===== src/rtl/fifo_drain_packer.sv =====
// fifo_drain_packer: drains a synchronous FIFO (one-cycle registered read latency)
// and packs PACK words per valid/ready beat. A flush emits a partial beat with a keep mask.
module fifo_drain_packer #(
  parameter int IN_WIDTH = 16,
  parameter int PACK     = 2
) (
  input  logic                     clk,
  input  logic                     rst,
  input  logic                     fifo_empty,
  input  logic                     fifo_underflow,
  input  logic [IN_WIDTH-1:0]      fifo_data_out,
  output logic                     fifo_rd_en,
  input  logic                     flush,
  output logic                     out_valid,
  input  logic                     out_ready,
  output logic [IN_WIDTH*PACK-1:0] out_data,
  output logic [PACK-1:0]          out_keep,
  output logic                     err_underflow,
  output logic [15:0]              beats_out
);
  localparam int            FW        = $clog2(PACK + 1);
  localparam logic [FW-1:0] FILL_FULL = FW'(PACK);
  localparam logic [FW:0]   PACK_W    = (FW + 1)'(PACK);

  typedef enum logic {FILL, FLUSH} state_t;

  state_t                             state_q, state_d;
  logic                               flush_req_p1, flush_req_d;
  logic                               pend_p1;
  logic [FW-1:0]                      fill_p1;
  logic [PACK-1:0][IN_WIDTH-1:0]      acc_p1;
  logic                               vld_p2;
  logic [IN_WIDTH*PACK-1:0]           data_p2;
  logic [PACK-1:0]                    keep_p2;
  logic                               err_q;
  logic [15:0]                        beats_q;

  logic [FW:0] occ;
  logic        obuf_free, full_beat, part_beat, xfer;
  logic        land, cap, drop;

  function automatic logic [PACK-1:0] keep_mask(input logic [FW-1:0] n);
    logic [PACK-1:0] m;
    m = '0;
    for (int i = 0; i < PACK; i++) m[i] = (FW'(i) < n);
    return m;
  endfunction

  // Lanes at or above the fill count are forced to zero so stale words never leak.
  function automatic logic [IN_WIDTH*PACK-1:0] pack_lanes(
    input logic [PACK-1:0][IN_WIDTH-1:0] lanes,
    input logic [FW-1:0]                 n
  );
    logic [IN_WIDTH*PACK-1:0] b;
    b = '0;
    for (int i = 0; i < PACK; i++)
      if (FW'(i) < n) b[i*IN_WIDTH +: IN_WIDTH] = lanes[i];
    return b;
  endfunction

  always_comb begin
    occ        = {1'b0, fill_p1} + {{FW{1'b0}}, pend_p1};
    obuf_free  = !vld_p2 || out_ready;
    full_beat  = (fill_p1 == FILL_FULL);
    part_beat  = flush_req_p1 && !pend_p1 && (fill_p1 != '0);
    xfer       = (full_beat || part_beat) && obuf_free;
    land       = pend_p1 && (fill_p1 != FILL_FULL);
    cap        = land && !fifo_underflow;
    drop       = land && fifo_underflow;
    fifo_rd_en = !rst && (state_q == FILL) && !fifo_empty && (occ < PACK_W);
  end

  // A read issued in the flush cycle counts as data in flight for the partial beat.
  always_comb begin
    state_d     = state_q;
    flush_req_d = flush_req_p1;
    case (state_q)
      FILL: begin
        if (flush && ((fill_p1 != '0) || pend_p1 || fifo_rd_en)) begin
          state_d     = FLUSH;
          flush_req_d = 1'b1;
        end
      end
      FLUSH: begin
        if (xfer || (drop && (fill_p1 == '0)) || (!pend_p1 && (fill_p1 == '0))) begin
          state_d     = FILL;
          flush_req_d = 1'b0;
        end
      end
    endcase
  end

  // p0 -> p1: read request in flight, landing word captured into the accumulator
  always_ff @(posedge clk) begin
    if (rst) begin
      state_q      <= FILL;
      flush_req_p1 <= 1'b0;
      pend_p1      <= 1'b0;
      fill_p1      <= '0;
    end else begin
      state_q      <= state_d;
      flush_req_p1 <= flush_req_d;
      pend_p1      <= fifo_rd_en || (pend_p1 && !land);
      if (xfer)     fill_p1 <= '0;
      else if (cap) fill_p1 <= fill_p1 + FW'(1);
    end
  end

  always_ff @(posedge clk) begin
    for (int i = 0; i < PACK; i++)
      if (cap && (fill_p1 == FW'(i))) acc_p1[i] <= fifo_data_out;
  end

  // p1 -> p2: accumulator moves into the output register when it is free
  always_ff @(posedge clk) begin
    if (rst) begin
      vld_p2  <= 1'b0;
      data_p2 <= '0;
      keep_p2 <= '0;
      err_q   <= 1'b0;
      beats_q <= '0;
    end else begin
      if (vld_p2 && out_ready) beats_q <= beats_q + 16'd1;
      if (drop) err_q <= 1'b1;
      if (xfer) begin
        vld_p2  <= 1'b1;
        data_p2 <= pack_lanes(acc_p1, fill_p1);
        keep_p2 <= keep_mask(fill_p1);
      end else if (out_ready) begin
        vld_p2  <= 1'b0;
      end
    end
  end

  assign out_valid     = vld_p2;
  assign out_data      = data_p2;
  assign out_keep      = keep_p2;
  assign err_underflow = err_q;
  assign beats_out     = beats_q;

  a_hold_stable: assert property (@(posedge clk) disable iff (rst)
    (vld_p2 && !out_ready) |=> (vld_p2 && $stable(data_p2) && $stable(keep_p2)));

  a_no_overread: assert property (@(posedge clk) disable iff (rst) occ <= PACK_W);

endmodule

===== config.mk =====
export PLATFORM = sky130hd
export DESIGN_NAME = fifo_drain_packer
export DESIGN_NICKNAME = d
export VERILOG_FILES = /design/src/rtl/fifo_drain_packer.sv
export SDC_FILE = /design/constraint.sdc
export NUM_CORES = 1
export LEC_CHECK = 0
export ABC_AREA = 1
export ABC_CLOCK_PERIOD_IN_PS = 2000
export CAP_MARGIN = 20
export CORE_MARGIN = 2
export CORE_UTILIZATION = 45
export CTS_CLUSTER_DIAMETER = 60
export DETAILED_ROUTE_END_ITERATION = 8
export HOLD_SLACK_MARGIN = 0.15
export PLACE_DENSITY_LB_ADDON = 0.3
export SYNTH_ARGS = -nofsm -noshare
export SYNTH_HDL_FRONTEND = slang
export SYNTH_SLANG_ARGS = --single-unit

===== constraint.sdc =====
create_clock -name clk -period 2 [get_ports clk]
set_clock_uncertainty 0.15 [all_clocks]
set_input_delay 0.4 -clock clk [delete_from_list [all_inputs] [get_ports clk]]
set_output_delay 0.4 -clock clk [all_outputs]
set_load 0.02 [all_outputs]

Word level (Yosys, flattened, before mapping) --
Index checks and enable logic that the tools add are counted. Widths: inputs -> output; s select.
Storage, ports and cells: bits in registers 89, bits in latches 0, memory bits (writable) 0, memory bits (read-only) 0, input port bits 22, output and inout bits 53, word-level logic and storage cells 67, memories 0
Operators by class: add/subtract/negate cells 3, multiply operators 0, divide/modulo/power cells 0, $lt $le $gt $ge 3, equal/unequal tests 5, shift-type cells 0, mux-type cells 10, bitwise gates (word level) 1, reduce and logical (&&, ||, !) cells 34
Operator list (count):
- $mux 16 | 2
- $add 16x1->16 const B | 1
- $logic_and 1x1->1 | 16
- $logic_or 1x1->1 | 7
- $logic_not 1->1 | 6
- $mux 1 | 6
- $lt 1x2->1 const A | 2
- $ne 2x1->1 const B | 2
- $pmux 1 s2 | 2
- $reduce_bool 2->1 | 2
- $add 2x1->3 | 1
- $lt 3x2->1 const B | 1
- $add 2x1->2 const B | 1
- $eq 2x1->1 const B | 1
- $eq 2x2->1 const B | 1
- $logic_not 2->1 | 1
- $ne 2x2->1 const B | 1
- $reduce_and 2->1 | 1
- $reduce_or 2->1 | 1
- $not 1->1 | 1

Longest topological paths before layout --
Gate-level depths: netlist of the first run.
word-level depth 9, depth in mapped cells 10, gate-level depth less buffers 10

Worst setup path after synthesis of the first run --
OpenSTA, ideal clock, no wires.
kind reg2reg, start point register fill_p1[0], end point register acc_p1[16] in the netlist's numbering (enable), setup time 0.389 ns, data arrival time 1.601 ns, data required time 1.461 ns, setup slack -0.139 ns, stages on the path, launching flop included 6, buffers on the path 0, clock period less this slack 2.139 ns, cell sequence dfxtp_1 -> inv_1 -> ha_1 -> inv_1 -> nand3_1 -> nor2_1
On the way: word-level cells in the longest chain between the ends 4, elaborated cells between the ends (all ways) 5, classes of those cells eq/ne: 2; reduce/logical: 3
Ends and longest elaborated chain:
- from (decl) | RTL line 30 | logic [FW-1:0] fill_p1;
- from (signal assigned) | RTL line 105 | else if (cap) fill_p1 <= fill_p1 + FW'(1);
- $ne 2x2->1 | RTL line 67 | land = pend_p1 && (fill_p1 != FILL_FULL);
- $logic_and 1x1->1 | RTL line 67
- $logic_and 1x1->1 | RTL line 68 | cap = land && !fifo_underflow;
- $logic_and 1x1->1 (*) | RTL line 111 | if (cap && (fill_p1 == FW'(i))) acc_p1[i] <= fifo_data_out;
- to (signal, indexed assignment) | RTL line 111
- to (decl) | RTL line 31 | logic [PACK-1:0][IN_WIDTH-1:0] acc_p1;
Mark *: on every way between the ends. The rest lies on a longest branch, timed or not. A chain may end at the register's enable or synchronous reset.

Worst setup path after layout of the first run --
start point register beats_q[4], in the netlist beats_out[4], end point output beats_out[4]
RTL lines:
- from (decl) | RTL line 36 | logic [15:0] beats_q;
- from (signal assigned) | RTL line 123 | if (vld_p2 && out_ready) beats_q <= beats_q + 16'd1;
- to (decl) | RTL line 19 | output logic [15:0] beats_out
No word-level cell between the ends.

==> results, run 1 <==
- The flow ran to the end, and the final reports show no timing, DRC or antenna violations.
- After the first detailed-routing iteration, the DRC count stood at 117.
- The die boundary width is between 90 and 100 um.
- The number of antenna diodes in the final layout is 0.
- The finished cells cover 0.004486 mm2.
- The total die area is 0.008152 mm2.
- Counting I/O delays and the setup requirement, the final critical path takes 1.936 ns.
- The first global-routing pass estimated 11550 um of wire.
- At the pin with the least slew margin, the transition time is 0.4096 ns.
- The pin count of the biggest net entering global routing is 38.
- The number of slew-limit violations in the final report came to 0.
- Setup violations remaining at the end of the flow were counted as 0.
- Compared with the post-synthesis result, the final layout area differs by 33.87%.
- The worst setup slack before clock tree synthesis is -0.2774 ns.
- The worst path uses 96.79% of the clock period.
- TritonCTS created 9 clock buffers.
- The buffer and inverter count on the worst path is 1.
- The routability congestion estimate is 0.8434.
- In the post-route analysis, the smallest setup slack over all paths is approximately 0.064 ns.
- For the worst-skew pair, the clock arrives at the later sink with an insertion delay of 0.35 ns.
- Dividing total power by cell area gives a power density of a little over 700 mW/mm2.
- The number of hold-slack violations in the final timing report was 0.
- The via count of the first global-routing pass is between 2000 and 3000.
- The detail-routed net length per standard cell is 12.50 um.
- The total number of nets in the final design is 478.
- Across the run, the number of max-cap violations was 0.
- The first-pass detailed-route iteration total is 4.
- The routed layout has 2635 vias.
- The slowest stage of the critical path belongs to the cell sky130_fd_sc_hd__clkdlybuf4s50_1.
- The level count of the clock H-tree is 3.
- The worst hold path begins at out_data[28].
- The number of buffers on the longest clock path is 2.
- Global routing used 17.53% of the available tracks.
- The post-synthesis cell area is 0.003351 mm2.
- For the worst setup path, the data required time is 1.45 ns.
- Walking the worst path, the cells encountered are clkdlybuf4s50_1.
- The buffer type at the clock tree root is sky130_fd_sc_hd__clkbuf_8.
- The type of the setup path with the least slack is register to primary output.
- TritonCTS built the clock tree.
- The reg-to-reg critical path endpoint is acc_p1[12].
- The cell depth of the worst hold path is 2.
- Data on the critical path arrives at its endpoint at about 1.4 ns.
- The number of sinks handled by clock tree synthesis is 89.
- Yosys printed 0 warnings.
- After clock tree synthesis, the clock-pin slew on the worst setup and hold paths is 0.10 ns.
- The net count of the mapped netlist is 390.
- The die height is 90.29 um.
- Counting cells, the worst reg-to-reg path comes to 6.
- The post-synthesis sequential area ratio is 62.73%.
- The final global-route overflow total is 0.
- The type of the worst min-delay path is register to register.
- Post-CTS timing repair inserted 0 buffers for setup.
- The register-to-register setup slack is 0.21 ns.
- In this run, synthesis produced a sequential element count of between 80 and 90.
- Counting every instance in the synthesized netlist gives 364.
- Once detailed placement completed, the half-perimeter wirelength came to 4668 um.
- Dividing the synthesized area by the synthesized cell count gives 9.205 um2.
- The via density per instance is 4.739.
- The row count is 31.
- The type of origin of the critical path is a register.
- The highest clock frequency the design can meet is 516.6 MHz.
- Of the cells placed in the final design, the portion with a size suffix greater than 1 is between 8 and 9%.
- The initial cell density of the core is 46.44%.
- At the end of the flow the core is filled with cells to 62.17%.
- After floorplanning, the core was sized to cover ~0.0072 mm2.
- Headroom to the max-slew limit came out at 72.69%.
- The initial antenna violation count is 0.
- The endpoint class of the critical path is a primary output.
- Port buffering added 74 buffers.
- The startpoint identified for the worst register-to-register timing path is fill_p1[0].
- Setup repair after global routing left no endpoint under its margin.
- The kind of cell adding the most delay to the critical path is buffers and inverters.
- During I/O placement, the number of pins put on the boundary was between 70 and 80.
- The total wire length after detailed routing is 6951 um.
- VDD sags by at most 0.4667 mV.
- Counting the fill cells in the layout gives 628.
- The largest stage delay on the critical path is 0.63 ns.
- In this run, distinct cell masters in the synthesized netlist total 25.
- The total cell area at the placement stage is between 0.004 and 0.005 mm2.
- Of all nets on the critical path, the largest fanout is 5.
- The destination of the worst hold path is out_data[28].
- The leakage power is between 1.5 and 2 nW.
- The number of remaining DRC errors is 0.
- The post-detailed-route count of antenna-violating nets is 0.
==> cell families (layout without fill, tap and decap cells) <==
group	Yosys count	in the layout	share of synthesized area, %
adders and majority gates	4	4	1.494
AOI/OAI and AO/OA	52	52	7.991
DFF	89	89	62.73
and+or+nand+nor	168	168	21.02
buffers and inverters	50	143	6.497
xor gates and xnor gates	1	1	0.2614
==> per-stage QoR <==
stage	hold slack, ns	setup TNS (ns)	power [mW]	std cells
after detailed placement	0.3080	-3.009	2.063	540
after CTS	0.3221	0	3.201	556
after floorplan	0.3168	-4.462	1.990	364
after global routing	0.3367	0	3.303	556
final	0.3203	0	3.179	556
after global placement	0.3018	-1.927	2.060	540
==> worst max path at each step <==
stage / depth (start not counted) / start / to
after floorplan: 5 / fill_p1[0] / acc_p1[16]
after global placement: 5 / rst / fifo_rd_en
after detailed placement: 5 / rst / fifo_rd_en
after CTS: 5 / rst / fifo_rd_en
after global routing: 1 / beats_out[2] / beats_out[2]
final: 1 / beats_out[4] / beats_out[4]
==> repair_timing <==
item	in CTS	in global routing
gates cloned	0	0
hold buffers	0	0
endpoints found under the hold margin	0	0
setup endpoints to repair	2	1
resized for setup	3	1
==> layout by cell type, fill, tap and decap left out, drive strengths merged <==
cell type	synthesis	layout
clkbuf	6	10
nor3	1	1
buf	6	15
nand2	110	110
nand3	11	11
clkinvlp	0	2
edfxtp	32	32
ha	4	4
dlygate4sd2	0	1
clkinv	0	1
a21oi	41	41
nor2	36	36
xor2	1	1
o21ai	8	8
dfxtp	57	57
clkdlybuf4s50	0	72
nor3b	2	2
a21boi	1	1
nand4	7	7
inv	38	42
nand3b	1	1
o21a	2	2
==> sequential cells by signal (all words and copies together), names as in the netlist <==
signal and cells:
err_underflow 1, beats_out 16, flush_req_p1 1, fill_p1 2, state_q 1, out_valid 1, out_data 32, out_keep 2
acc_p1 32, pend_p1 1
==> area by class of cell <==
| cell class | count | area, um2 | area share (%) |
|---|---|---|---|
| sequential | 89 | 2102 | 46.86 |
| multi-input combinational | 225 | 1036 | 23.10 |
| timing repair buffer | 89 | 897.1 | 20.00 |
| inverter | 38 | 142.6 | 3.180 |
| clock buffer | 9 | 123.9 | 2.762 |
| tap | 99 | 123.9 | 2.762 |
| clock inverter | 7 | 60.06 | 1.339 |
==> power by group <==
part           total, mW  internal, mW  switching (mW)
Clock               1.16         0.476           0.684
Combinational      0.125        0.0615          0.0632
Sequential          1.89          1.89         0.00824
Total               3.18          2.42           0.756
==> synthesized netlist by cell type <==
master | instances | area (um2)
sky130_fd_sc_hd__nand2_1 | 109 | 409.1
sky130_fd_sc_hd__dfxtp_1 | 57 | 1141
sky130_fd_sc_hd__a21oi_1 | 41 | 205.2
sky130_fd_sc_hd__inv_1 | 37 | 138.9
sky130_fd_sc_hd__nor2_1 | 33 | 123.9
sky130_fd_sc_hd__edfxtp_1 | 32 | 960.9
sky130_fd_sc_hd__nand3_1 | 9 | 45.04
sky130_fd_sc_hd__nand4_1 | 7 | 43.79
sky130_fd_sc_hd__clkbuf_1 | 6 | 22.52
sky130_fd_sc_hd__o21ai_0 | 6 | 30.03
sky130_fd_sc_hd__buf_4 | 4 | 30.03
sky130_fd_sc_hd__ha_1 | 4 | 50.05
sky130_fd_sc_hd__buf_6 | 2 | 22.52
sky130_fd_sc_hd__nand3_2 | 2 | 20.02
sky130_fd_sc_hd__nor2_4 | 2 | 22.52
sky130_fd_sc_hd__nor3b_1 | 2 | 15.01
sky130_fd_sc_hd__o21a_1 | 2 | 15.01
sky130_fd_sc_hd__o21ai_1 | 2 | 10.01
sky130_fd_sc_hd__a21boi_0 | 1 | 7.510
sky130_fd_sc_hd__inv_2 | 1 | 3.750
sky130_fd_sc_hd__nand2_2 | 1 | 6.260
sky130_fd_sc_hd__nand3b_1 | 1 | 7.510
sky130_fd_sc_hd__nor2_2 | 1 | 6.260
sky130_fd_sc_hd__nor3_1 | 1 | 5.000
sky130_fd_sc_hd__xor2_1 | 1 | 8.760
==> layer usage <==
layer	track usage, %	share of wire, %	vias up
li1	-	-	1343
met1	22.51	47	1207
met2	28.63	46	78
met3	4.257	5.9	7
met4	7.051	1.2	0
met5	0	0	-
Note: power is estimated with default switching activity, not from simulation.
==> inputs of run 2 (changes only) <==
--- a/config.mk
+++ b/config.mk
@@ -10,10 +10,11 @@
 export CAP_MARGIN = 20
 export CORE_MARGIN = 2
 export CORE_UTILIZATION = 45
-export CTS_CLUSTER_DIAMETER = 60
+export CTS_CLUSTER_DIAMETER = 80
 export DETAILED_ROUTE_END_ITERATION = 8
 export HOLD_SLACK_MARGIN = 0.15
 export PLACE_DENSITY_LB_ADDON = 0.3
+export SETUP_SLACK_MARGIN = 0.1
 export SYNTH_ARGS = -nofsm -noshare
 export SYNTH_HDL_FRONTEND = slang
 export SYNTH_SLANG_ARGS = --single-unit
==> results, run 2 (same netlist as run 1, synthesis figures left out) <==
- The multi-input combinational cell area came to 0.001036 mm2 (unchanged).
- The level count of the clock H-tree came to 3 (unchanged).
- The initial cell density of the core is 46.44% (unchanged).
- The sequential group share of total power was 59.6% (about the same).
- The die boundary width is 90.29 um (unchanged).
- Setup repair after global routing could not meet its margin everywhere.
- The later-pin clock latency in the skew report was 0.35 ns (about the same).
- The violation count after the first detailed-routing iteration was 108 (-7.7%).
- The net switching fraction of the power came to 23.77% (about the same).
- The non-filler instance count after layout was 556 (unchanged).
- The total die area was 0.008152 mm2 (unchanged).
- The pin count of the biggest net entering global routing is 38 (unchanged).
- The initial antenna violation count is 0 (unchanged).
- The number of slew-limit violations in the final report came to 0 (unchanged).
- The worst setup slack before clock tree synthesis is -0.2774 ns (unchanged).
- The post-detailed-route count of antenna-violating nets is 0 (unchanged).
- The growth of design area from synthesis to finish is 35.32%.
- The slew at the pin closest to its max-slew limit was 0.4096 ns (-0.00002050 ns).
- The number of buffers on the longest clock path is 2 (unchanged).
- The number of violations of the max-capacitance limit is 0 (unchanged).
- The layout filler cell count is 624 (-0.64%).
- The buffer count from post-CTS setup fixing came to 0 (unchanged).
- The combinational power share is 3.9% (about the same).
- The run finished with clean final reports.
- The buffer and inverter count on the worst path came to 1 (unchanged).
- The fraction of final layout cells with drive strength greater than 1 came to 9.190% (+0.22 points).
- The number of diodes is 0 (unchanged).
- The clock input transition at the sequential cells of the worst setup and hold paths is 0.10 ns (about the same).
- The highest clock frequency the design can meet is 538.7 MHz (+4.3%).
- The count of buffers from port buffering was 74 (unchanged).
- The internal power contribution came to 2.423 mW (about the same).
- The signal on the critical path passes through clkdlybuf4s50_1.
- The largest driver fanout on the critical path is 2 (-3).
- The overall track demand over capacity in global routing is 17.53% (unchanged).
- The root buffer cell chosen for the clock tree is sky130_fd_sc_hd__clkbuf_8.
- The row count is 31 (unchanged).
- The placeable core region was 0.007214 mm2 (unchanged).
- The via count of the first global-routing pass was 2549 (unchanged).
- The power density over the cells was 700.9 mW/mm2 (-1.1%).
- The number of buffers created by CTS is 9 (unchanged).
- The die height is 90.29 um (unchanged).
- The TritonCTS clock tree is done.
- The first-pass detailed-route iteration total was 4 (unchanged).
- The required time at the worst-slack endpoint is 1.45 ns (about the same).
- The critical path is of the register to primary output type.
- In this run the worst hold path is classified as register to register.
- The post-layout minimum cycle time is 1.856 ns (-0.07942 ns).
- The worst endpoint data arrival time is 1.31 ns (-0.08 ns).
- The leakage power is 2.192 nW (+34%).
- The met1 track demand over resource in global routing was 22.51% (unchanged).
- The type of origin of the critical path is a register.
- The final hold slack came to 0.3188 ns (-0.001519 ns).
- The number of remaining DRC errors is 0 (unchanged).
- The area occupied by registers is 0.002103 mm2 (about the same).
- The routability congestion estimate is 0.8434 (unchanged).
- The global routing met3 resource utilization is 4.257% (unchanged).
- The hold-fix buffer count after cts is 0 (unchanged).
- The detail-routed net length per standard cell is 12.61 um (+0.86%).
- The layer flagged by global routing as most heavily used is met2.
- The number of sinks handled by clock tree synthesis is 89 (unchanged).
- The HPWL after detailed placement is 4668 um (unchanged).
- The total of endpoints with negative setup slack in the final report is 0 (unchanged).
- The number of hold-slack violations in the final timing report is 0 (unchanged).
- Leaving out fill and tap cells, the most frequent cells in the layout are sky130_fd_sc_hd__nand2_1, sky130_fd_sc_hd__dfxtp_1, sky130_fd_sc_hd__a21oi_1.
- The total placed cells including tap cells is 540 (unchanged).
- The final standard cell utilization of the core came to 62.85% (+0.68 points).
- The switching power of the nets was 0.7555 mW (about the same).
- The kind of cell adding the most delay to the critical path is buffers and inverters.
- The clock network fraction of total power is 36.5% (about the same).
- The largest voltage drop on the vdd net was 0.4657 mV (-0.21%).
- The number of vias after detailed routing is 2636 (+0.038%).
- The global routing usage on met2 is 28.63% (unchanged).
- The total power consumption of the routed design came to 3.178 mW (about the same).
- The library cell used most frequently in the layout, excluding fill and tap cells, is sky130_fd_sc_hd__nand2_1.
- The slowest library cell on the worst path is sky130_fd_sc_hd__clkdlybuf4s50_1.
- The total wire length after detailed routing is 7011 um (+0.86%).
- The number of placed I/O pins came to 75 (unchanged).
- The final global-route overflow total was 0 (unchanged).
- The largest stage delay on the critical path came to 0.61 ns (-0.02 ns).
- The endpoint class of the critical path is a primary output.
- The setup slack after layout came to 0.1436 ns (+0.07942 ns).
- The total number of nets in the final design was 478 (unchanged).
- The number of gates resized after cts is 17 (+14).
- The first-pass GRT wire length is 11550 um (unchanged).
- The share of the clock period used by the worst path is 92.82% (-4.0 points).
- The via density per instance was 4.741 (about the same).
- The headroom to the max-slew limit is 72.69% (about the same).
-- run 2: cell types whose count changed in the layout (fill, tap and decap cells not counted) --
cell                              delta
sky130_fd_sc_hd__dfxtp_2             +1
sky130_fd_sc_hd__dlymetal6s2s_1     +26
sky130_fd_sc_hd__clkdlybuf4s50_1    -40
sky130_fd_sc_hd__dfxtp_1             -1
sky130_fd_sc_hd__dlygate4sd2_1      +14
-- run 2: worst paths after layout --
path,to,cells after the start,from,slack [ns]
worst max-delay path,out_data[8],1,out_data[8],0.14
worst min-delay path,out_data[11],2,out_data[11],0.32
worst min register to register,out_data[11],2,out_data[11],0.32
worst max register to register,acc_p1[12],6,fill_p1[0],0.30
-- run 2: cell type report --
class / count / area share [%]
Multi-Input combinational cell: 225 / 22.85
Clock inverter: 7 / 1.325
Inverter: 38 / 3.146
Timing Repair Buffer: 89 / 20.83
Sequential cell: 89 / 46.39
Clock buffer: 9 / 2.732
Tap cell: 99 / 2.732
-- run 2: power groups by stage --
stage | sequential (mW) | combinational [mW] | clock (mW)
after global routing | 1.90 | 0.137 | 1.27
after global placement | 1.94 | 0.124 | 0
after CTS | 1.89 | 0.126 | 1.18
after detailed placement | 1.94 | 0.127 | 0
after floorplan | 1.94 | 0.0532 | 0
final | 1.89 | 0.124 | 1.16
-- run 2: per-stage QoR --
step	setup TNS (ns)	cell area (um2)
floorplan	-4.462	3351
global placement	-1.927	4308
detailed placement	-3.009	4308
CTS	0	4473
global route	0	4534
finish	0	4534
-- run 2: metal layers --
layer / share of wire [%] / wire length, um
met1: 46 / 3204
met2: 46 / 3257
met3: 6.3 / 443
met4: 1.5 / 106
met5: 0 / 0
==> inputs of run 3 (changes only) <==
==> constraint.sdc (replaced) <==
create_clock -name clk -period 2 [get_ports clk]
set_clock_uncertainty 0.15 [all_clocks]
set_input_delay 0.3 -clock clk [delete_from_list [all_inputs] [get_ports clk]]
set_output_delay 0.3 -clock clk [all_outputs]
set_load 0.02 [all_outputs]
==> results, run 3 (same netlist as run 1, synthesis figures left out) <==
- The flow ran to the end, and the final reports show no timing, DRC or antenna violations.
- The number of sinks handled by clock tree synthesis is 89 (unchanged).
- The leakage power came to 1.646 nW (-25%).
- The headroom to the max-slew limit is 72.37% (-0.33 points).
- The worst hold path terminates at out_data[13].
- The cell depth of the worst hold path is 2 (unchanged).
- The number of violations of the max-capacitance limit is 0 (unchanged).
- The via count of the first global-routing pass is 2496 (-2.1%).
- Setup repair after global routing left no endpoint under its margin.
- The routability congestion estimate was 0.8426 (about the same).
- The number of vias after detailed routing is 2613 (-0.87%).
- The layout filler cell count is 643 (+3.0%).
- The post-layout minimum cycle time is 1.839 ns (-0.01721 ns).
- The buffer count from post-CTS setup fixing was 0 (unchanged).
- The number of hold-slack violations in the final timing report is 0 (unchanged).
- The required time at the worst-slack endpoint is 1.55 ns (+0.10 ns).
- The number of diodes is 0 (unchanged).
- The pin count of the biggest net entering global routing was 38 (unchanged).
- The first-pass GRT wire length is 11190 um (-3.1%).
- The worst setup slack before clock tree synthesis was -0.07581 ns (+0.2016 ns).
- The endpoint class of the critical path is a primary output.
- The count of buffers from port buffering is 74 (unchanged).
- The final standard cell utilization of the core is 61.83% (-1.0 points).
- In this run the critical register-to-register path is captured at acc_p1[13].
- The via density per instance is 4.751 (+0.21%).
- TritonCTS built the clock tree.
- The total die area was 0.008152 mm2 (unchanged).
- The initial cell density of the core is 46.44% (unchanged).
- The largest stage delay on the critical path is 0.63 ns (+0.02 ns).
- The placeable core region is 0.007214 mm2 (unchanged).
- The type of origin of the critical path is a register.
- The fraction of final layout cells with drive strength greater than 1 is 7.982% (-1.2 points).
- The detail-routed net length per standard cell is 12.71 um (+0.76%).
- The total power consumption of the routed design was 3.219 mW (+1.3%).
- The number of placed I/O pins is 75 (unchanged).
- The buffer and inverter count on the worst path came to 1 (unchanged).
- The growth of design area from synthesis to finish is 33.12%.
- The area occupied by registers is 0.002103 mm2 (unchanged).
- The violation count after the first detailed-routing iteration was 71 (-34%).
- The multi-input combinational cell area was 0.001036 mm2 (unchanged).
- The post-route cell area was 0.004461 mm2 (-1.6%).
- The worst endpoint data arrival time is 1.39 ns (+0.08 ns).
- The row count came to 31 (unchanged).
- The kind of cell adding the most delay to the critical path is buffers and inverters.
- The reg-to-reg startpoint is fill_p1[0].
- The setup slack after layout is 0.1608 ns (+0.01721 ns).
- The final sum of negative setup slack is 0 ns (unchanged).
- The number of slew-limit violations in the final report is 0 (unchanged).
- The initial antenna violation count is 0 (unchanged).
- The number of buffers on the longest clock path came to 2 (unchanged).
- The slew at the pin closest to its max-slew limit came to 0.4145 ns (+0.004877 ns).
- The power density over the cells came to 721.6 mW/mm2 (+2.9%).
- The type of the setup path with the least slack is register to primary output.
- The overall track demand over capacity in global routing was 17.18% (-0.35 points).
- The total wire length after detailed routing is 6988 um (-0.33%).
- The slowest stage of the critical path is the sky130_fd_sc_hd__clkdlybuf4s50_1 cell.
- Leaving out fill and tap cells, the most frequent cells in the layout are sky130_fd_sc_hd__nand2_1, sky130_fd_sc_hd__clkdlybuf4s50_1, sky130_fd_sc_hd__dfxtp_1.
- The total of endpoints with negative setup slack in the final report is 0 (unchanged).
- The share of the clock period used by the worst path was 91.96% (-0.86 points).
- The path class of the tightest hold or removal check is register to register.
- The level count of the clock H-tree is 3 (unchanged).
- The number of buffers created by CTS was 9 (unchanged).
- The total number of nets in the final design is 472 (-1.3%).
- The final hold slack came to 0.3194 ns (+0.0006370 ns).
- The total placed cells including tap cells was 534 (-1.1%).
- The total cell area at the placement stage came to 0.004263 mm2 (-1.0%).
- The non-filler instance count after layout is 550 (-1.1%).
- The register-to-register setup slack is 0.25 ns (-0.05 ns).
- The number of remaining DRC errors was 0 (unchanged).
- The post-detailed-route count of antenna-violating nets is 0 (unchanged).
- The HPWL after detailed placement is 4629 um (-0.84%).
- The die height is 90.29 um (unchanged).
- The largest driver fanout on the critical path is 5 (+3).
- The largest voltage drop on the vdd net is 0.4548 mV (-2.3%).
- The buffer type at the clock tree root is sky130_fd_sc_hd__clkbuf_8.
- The clock input transition at the sequential cells of the worst setup and hold paths is 0.10 ns (about the same).
- The later-pin clock latency in the skew report was 0.35 ns (about the same).
- The most common cell after layout, fill and taps aside is sky130_fd_sc_hd__nand2_1.
- The highest clock frequency the design can meet is 543.7 MHz (+0.94%).
- The die boundary width is 90.29 um (unchanged).
- Traced cell by cell, the critical path runs through clkdlybuf4s50_1.
- In this run the most critical hold path is launched from out_data[13].
- The worst-case reg-to-reg path depth was 6 (unchanged).
- The first-pass detailed-route iteration total is 4 (unchanged).
- The final global-route overflow total is 0 (unchanged).
run 3: changes by cell type in the layout (fill, tap and decap cells not counted), sizes merged:
cell / delta
clkdlybuf4s50: +39
dlymetal6s2s: -24
dlygate4sd2: -15
buf: -6
clkinv: +2
clkinvlp: -1
inv: -1
run 3: where the power goes:
| group | total [mW] | internal, mW | switching [mW] |
|---|---|---|---|
| clock network | 1.20 | 0.488 | 0.711 |
| logic | 0.125 | 0.0611 | 0.0639 |
| registers | 1.89 | 1.89 | 0.00820 |
run 3: tightest hold or removal path, stage by stage, from the launching register on:
cell and delay (ns):
sky130_fd_sc_hd__dfxtp_1 0.32, sky130_fd_sc_hd__nand2_1 0.06, sky130_fd_sc_hd__a21oi_1 0.06
run 3: per-layer routing:
layer | vias up | track usage [%] | part of all wire [%]
met5 | - | 0 | 0
met4 | 0 | 6.923 | 1.6
met3 | 12 | 4.341 | 5.0
met2 | 69 | 29.01 | 46
met1 | 1198 | 21.10 | 47
li1 | 1334 | - | -
run 3: final cells by class:
type                    count  area share [%]
multi-input cells         225           23.23
repair buffers             83           19.24
well taps                  99           2.777
clock inverters             7           1.627
inverters                  38           3.198
flip-flops and latches     89           47.15
clock buffers               9           2.777
run 3: what timing repair did:
action,4_1_cts,5_1_grt
hold buffers,0,0
setup endpoints to repair,1,35
gates resized for setup,1,5
run 3: how the worst max path moves through the flow:
stage          slack (ns)  cells after the start      endpoint    startpoint
2_1_floorplan       -0.14                      5    acc_p1[16]    fill_p1[0]
3_3_place_gp        -0.05                      5    fifo_rd_en           rst
3_5_place_dp        -0.08                      5    fifo_rd_en           rst
4_1_cts              0.11                      1     out_valid     out_valid
5_1_grt              0.11                      1  beats_out[8]  beats_out[8]
6_report             0.16                      1  beats_out[8]  beats_out[8]
